File: src/rtl/ifetch_unit.sv
// Instruction fetch stage: owns the PC, runs a req/ack fetch from instruction memory and hands
// the fetched word to the control unit, raising a sticky fault on misalignment or timeout.
module ifetch_unit #(
    parameter logic [31:0] RESET_PC    = 32'h0000_0000,
    parameter int unsigned TIMEOUT_CYC = 255
) (
    input  logic        CLK,
    input  logic        RST,
    input  logic        PC_CLK,
    input  logic [2:0]  PC_MUX_SELECT,
    input  logic [31:0] TARGET_ADR,
    output logic [31:0] IMEM_ADDR,
    output logic        IMEM_REQ,
    input  logic        IMEM_ACK,
    input  logic [31:0] IMEM_RDATA,
    output logic [31:0] MEM_INST,
    output logic        INST_ENB,
    output logic [31:0] PC,
    output logic        FETCH_FAULT
);

    typedef enum logic [1:0] {StIdle, StFetch, StValid, StFault} state_e;

    localparam logic [15:0] CntLast = 16'(TIMEOUT_CYC - 1);

    state_e      state_q, state_d;
    logic [31:0] pc_q, pc_d;
    logic [31:0] addr_q, addr_d;
    logic        req_q, req_d;
    logic [31:0] inst_q, inst_d;
    logic        enb_q, enb_d;
    logic        fault_q, fault_d;
    logic [15:0] cnt_q, cnt_d;
    logic [31:0] next_pc;

    always_comb begin
        unique case (PC_MUX_SELECT)
            3'd1:    next_pc = TARGET_ADR;
            3'd2:    next_pc = pc_q;
            default: next_pc = pc_q + 32'd4;
        endcase
    end

    always_comb begin
        state_d = state_q;
        pc_d    = pc_q;
        addr_d  = addr_q;
        req_d   = req_q;
        inst_d  = inst_q;
        enb_d   = enb_q;
        fault_d = fault_q;
        cnt_d   = cnt_q;
        unique case (state_q)
            StIdle: begin
                state_d = StFetch;
                req_d   = 1'b1;
                addr_d  = pc_q;
                cnt_d   = '0;
            end
            StFetch: begin
                // An ACK on the same edge the limit is reached still wins.
                if (IMEM_ACK) begin
                    inst_d  = IMEM_RDATA;
                    enb_d   = 1'b1;
                    req_d   = 1'b0;
                    cnt_d   = '0;
                    state_d = StValid;
                end else if (cnt_q == CntLast) begin
                    req_d   = 1'b0;
                    enb_d   = 1'b0;
                    fault_d = 1'b1;
                    state_d = StFault;
                end else begin
                    cnt_d = cnt_q + 16'd1;
                end
            end
            StValid: begin
                if (PC_CLK) begin
                    if (next_pc[1:0] == 2'b00) begin
                        pc_d    = next_pc;
                        addr_d  = next_pc;
                        enb_d   = 1'b0;
                        req_d   = 1'b1;
                        cnt_d   = '0;
                        state_d = StFetch;
                    end else begin
                        enb_d   = 1'b0;
                        req_d   = 1'b0;
                        fault_d = 1'b1;
                        state_d = StFault;
                    end
                end
            end
            StFault: begin
                enb_d   = 1'b0;
                req_d   = 1'b0;
                fault_d = 1'b1;
            end
            default: state_d = StIdle;
        endcase
    end

    always_ff @(posedge CLK) begin
        if (RST) begin
            state_q <= StIdle;
            pc_q    <= RESET_PC;
            addr_q  <= RESET_PC;
            req_q   <= 1'b0;
            inst_q  <= '0;
            enb_q   <= 1'b0;
            fault_q <= 1'b0;
            cnt_q   <= '0;
        end else begin
            state_q <= state_d;
            pc_q    <= pc_d;
            addr_q  <= addr_d;
            req_q   <= req_d;
            inst_q  <= inst_d;
            enb_q   <= enb_d;
            fault_q <= fault_d;
            cnt_q   <= cnt_d;
        end
    end

    assign IMEM_ADDR   = addr_q;
    assign IMEM_REQ    = req_q;
    assign MEM_INST    = inst_q;
    assign INST_ENB    = enb_q;
    assign PC          = pc_q;
    assign FETCH_FAULT = fault_q;

endmodule

File: config.mk
export PLATFORM = sky130hd
export DESIGN_NAME = ifetch_unit
export DESIGN_NICKNAME = d
export VERILOG_FILES = /design/src/rtl/ifetch_unit.sv
export SDC_FILE = /design/constraint.sdc
export NUM_CORES = 1
export LEC_CHECK = 0
export CORE_UTILIZATION = 51
export CTS_BUF_LIST = sky130_fd_sc_hd__clkbuf_4
export DETAILED_ROUTE_END_ITERATION = 16
export HOLD_SLACK_MARGIN = 0.02
export PLACE_DENSITY = 0.83
export SYNTH_ARGS = -nofsm -noshare
export SYNTH_HDL_FRONTEND = slang
export SYNTH_SLANG_ARGS = --single-unit
File: constraint.sdc
create_clock -name CLK -period 2.6 [get_ports CLK]
set_input_delay 0.65 -clock CLK [delete_from_list [all_inputs] [get_ports CLK]]
set_output_delay 0.65 -clock CLK [all_outputs]
set_load 0.005 [all_outputs]
# Yosys cells after proc, flatten, opt, wreduce, memory -nomap -nowiden
# Index checks and enable logic that the tools add are counted.
# op_classes
eq_ne,13
n_addsub,2
reduce_logical,13
muxes,27
# ops
cell,n
32-bit one-hot mux with 2 select lines,2
16-bit 2-to-1 mux,4
32-bit 2-to-1 mux,2
16-bit one-hot mux with 3 select lines,1
32-bit by 3-bit adder with 32-bit output (second input constant),1
16-bit by 1-bit adder with 16-bit output (second input constant),1
16-bit by 8-bit equality test with 1-bit output (second input constant),1
3-bit AND reduction,4
1-bit 2-to-1 mux,10
2-bit inequality test (second input constant),5
2-bit 2-to-1 mux,4
3-bit inequality test (second input constant),2
1-bit one-hot mux with 3 select lines,2
2-bit one-hot mux with 3 select lines,1
3-bit nonzero test,2
5-bit AND reduction,1
2-bit equality test (second input constant),2
2-bit zero test,2
1-bit one-hot mux with 4 select lines,1
2-bit AND reduction,2
4-bit AND reduction,1
3-bit by 1-bit equality test with 1-bit output (second input constant),1
3-bit by 2-bit equality test with 1-bit output (second input constant),1
2-bit by 1-bit equality test with 1-bit output (second input constant),1
2-bit nonzero test,1
# word_totals
in_bits,71
regBits,117

# Logic depth before layout (Yosys ltp)
# logic_depth
depth_word,6
mapped_depth,10
depth_no_buf,8

# Worst setup path after synthesis
# No wires, ideal clock.
# synth_path
path_type,input -> register
from,in PC_MUX_SELECT[1]
to,"reg pc_q[23], in the netlist PC[23]"
setup_slack_ns,0.211
arrival_ns,2.330
stages,7
cell_sequence,clkbuf_1 -> nor3b_1 -> buf_2 -> mux2i_1 -> nand3b_1 -> clkbuf_1 -> o221a_2
# synth_between
elab_chain_len,4
# synth_rtl
element,line_no,rtl
start: declaration,10,"input logic [2:0] PC_MUX_SELECT,"
3-bit by 2-bit equality test with 1-bit output or 3-bit by 1-bit equality test with 1-bit output (tied branches),37,unique case (PC_MUX_SELECT)
32-bit one-hot mux with 2 select lines (*),37,
2-bit zero test,79,if (next_pc[1:0] == 2'b00) begin
3-bit AND reduction (no source line),-,
end signal: assignment,115,pc_q <= pc_d;
end: declaration,27,"logic [31:0] pc_q, pc_d;"
# Every way passes the cells marked *; elsewhere a longest branch is shown, timed or not.
# A chain may end at the register's enable or synchronous reset.

# Worst setup path after layout
# layout_path
from,reg state_q[0]
to,"reg addr_q[21], in the netlist IMEM_ADDR[21]"
# layout_between
elab_chain_len,3
# layout_rtl
element,line_no,rtl
start: declaration,26,"state_e state_q, state_d;"
start signal: assignment,105,state_q <= StIdle;
start signal: assignment,114,state_q <= state_d;
2-bit equality test or 2-bit zero test (tied branches),53,unique case (state_q)
2-bit inequality test (no source line) or 2-bit nonzero test (tied branches),-,
3-bit AND reduction (no source line),-,
end signal: assignment,116,addr_q <= addr_d;
end: declaration,28,"logic [31:0] addr_q, addr_d;"
# Parallel ways exist; a longest one is shown, timed or not.

==> out/results.tsv <==
metric	value	unit
status	completed	
critPathKind	flop to flop	
timing.final.crit_period	2.485	ns
multiInputGateArea	0.003726	mm2
ys.flop_type	dfxtp_1	
drive_gt1_share	15.29	%
holdWs	0.4536	ns
synth_top_area_share	36.61	%
reg2reg_slack	0.11	ns
reg2reg_depth	9	
worstPathMaxFanout	10	
grt_use_total	35.32	%
ant_nets	0	
cp_num_buf_inv	2	
clk_path_buf_depth	2	
path_cells	inv_1 > ha_1 > or4bb_1 > mux2i_4 > buf_4 > nor2_2 > a22o_1 > a2111o_1 > o211a_1	
final_common_cell	clkdlybuf4s50_1	
h-tree-depth	4	
antenna_found_initial	0	
swShare	34.12	%
min_path_type	input pin to flop	
floorplan.rows	40	
hold_viol_final	0	
initial_core_util	52.83	%
max_freq	402.4	MHz
fin_worst_skew	0.02074	ns
pre_cts_ws	-0.3598	ns
regArea	0.002342	mm2
cts_buffers	17	
worst_setup_path_end_kind	flop	
finalCritPeriodShare	95.59	%
die_y	114.0	um
areaGrowthSynthToFinish	43.16	%
worst_pin_slew	0.6635	ns
synth_top_cells_by_area	dfxtp_1 (37%), nand2_1 (7.7%), a21oi_1 (6.2%)	
coreArea	0.01211	mm2
design_area	0.009160	mm2
wl	22.40	mm
cts_sinks	117	
grt_max_degree	53	
setup_viol	0	
critPathMaxStageDelay	0.59	ns
pin_count	170	
hold_depth	2	
yosysWarningCount	0	
wl_per_cell	17.97	um
root_buffer	clkbuf_4	
crit_family	compound AO/OA/AOI/OAI gates	
path_clk_slew	0.11	ns
arrival	2.95	ns
final_cell_mix	clkdlybuf4s50_1 (168), nand2_1 (131), dfxtp_1 (117)	
synthArstFlopShare	0	%
hold_buffers	0	
p_switching	1.950	mW
leakage	3.249	nW
post-dp-hpwl	16.59	mm
post_cts_resized	0	
drt_iter0_drc	899	
post_cts_buffers	0	
r2r_end	IMEM_ADDR[21]	
cap_violations	0	
grt_pass1_vias	7079	
vias	7581	
worstSkewPairLatency	0.56	ns
synth_edf_count	0	
synth_area	0.006399	mm2
dieArea	0.01300	mm2
cp_slowest_cell	or4bb_1	
grt_pass1_wl	35.78	mm
power_frac_comb	37.2	%
ys_seq_area_share	36.61	%
nets	1144	
avgSynthCellArea	7.617	um2
syn-num-nets	918	
power.internal	3.765	mW
place_area	0.008856	mm2
vdd_drop_max	0.0005576	V
p_seq_share	38.0	%
synth_top_cell_by_area	dfxtp_1	
startpoint_type	flop	
antennaDiodeCount	0	
reg2reg_from	state_q[0]	
slew_violations	0	
vias_per_cell	6.079	
port_buffers	169	
dr.pass1.iters	5	
min_from	RST	
synthCells	840	
p_per_area	623.8	mW/mm2
slew_headroom	55.36	%
die-width	114.0	um
rsz0062_at_grt	no	
n_fill_cell	933	
synth_cell_types	79	
p_clk_share	24.9	%
cts_tree	built	
holdPathEnd	FETCH_FAULT	
drcViolationCount	0	
finalWorstSetupSlack	0.1146	ns
synth.ff_latch_count	117	
grt_overflow	0	
cp.required	3.06	ns
place_congestion	1.031	
[logic make-up after synthesis]
group | share of synthesized area (%)
mux | 1.115
fa+ha+maj | 1.369
buf+inv | 5.592
simple gates | 27.79
xor+xnor | 1.779
flops | 36.61
compound gates | 25.75
[flip-flops by register name, summed over array words and instances, names as in the netlist]
| register | flops |
|---|---|
| FETCH_FAULT | 1 |
| IMEM_ADDR | 32 |
| IMEM_REQ | 1 |
| INST_ENB | 1 |
| MEM_INST | 32 |
| PC | 32 |
| cnt_q | 16 |
| state_q | 2 |
[final cells by class]
class,instances,share of cell area [%]
well taps,168,2.295
clock inverters,10,1.434
flip-flops and latches,117,25.57
inverters,14,0.5737
repair buffers,280,27.65
clock buffers,22,1.803
multi-input cells,636,40.68
[routing by layer]
layer  GRT usage [%]  wire length (um)
met5               0                 0
met2           54.79              9899
met3           9.139              2518
met1           46.13              9257
met4           15.93               727
[worst max-delay path by stage]
stage	cells past startpoint	start	slack [ns]	endpoint
3_5_place_dp	8	PC_CLK	-0.36	IMEM_ADDR[10]
2_1_floorplan	7	PC_MUX_SELECT[1]	0.21	PC[23]
6_report	9	state_q[0]	0.11	IMEM_ADDR[21]
3_3_place_gp	10	PC_MUX_SELECT[0]	-0.32	IMEM_ADDR[17]
4_1_cts	9	state_q[0]	0.11	IMEM_ADDR[10]
5_1_grt	9	state_q[0]	0.02	IMEM_ADDR[18]
[worst register-to-register path: stages (launching register included)]
cell and delay (ns):
dfxtp_1 0.36, inv_1 0.09, ha_1 0.21, or4bb_1 0.59, mux2i_4 0.19, buf_4 0.20, nor2_2 0.07, a22o_1 0.22
a2111o_1 0.34, o211a_1 0.12
[through the flow]
| step | TNS, ns | cells | total power [mW] | util, % |
|---|---|---|---|---|
| 2_1_floorplan | 0 | 840 | 3.196 | - |
| 3_3_place_gp | -12.61 | 1215 | 4.227 | 73.12 |
| 3_5_place_dp | -14.80 | 1215 | 4.276 | 73.12 |
| 4_1_cts | 0 | 1247 | 5.689 | 75.57 |
| 5_1_grt | 0 | 1247 | 6.004 | 75.63 |
| 6_report | 0 | 1247 | 5.714 | 75.63 |
[Yosys cell counts, drive strengths merged (5+ instances only)]
cell,instances
and4,5
a32o,5
nor3,27
a22oi,6
clkbuf,49
nand2,131
a21oi,79
o21ai,29
nand3,31
dfxtp,117
and2,7
and3,12
nand4,21
o31ai,11
nor2,80
a211oi,18
mux2i,6
nor4,15
inv,12
or2,5
ha,7
a311oi,10
a31oi,13
xnor2,11
buf,24
o22ai,6
a2111oi,6
or3,8
o311ai,6
a21o,5
[power by group through the flow]
stage	clock [mW]	sequential (mW)	combinational (mW)
3_5_place_dp	0	2.21	2.07
5_1_grt	1.52	2.20	2.29
6_report	1.42	2.17	2.12
4_1_cts	1.43	2.17	2.09
2_1_floorplan	0	2.20	0.993
3_3_place_gp	0	2.20	2.03
Power figures use the tool's default switching activity.
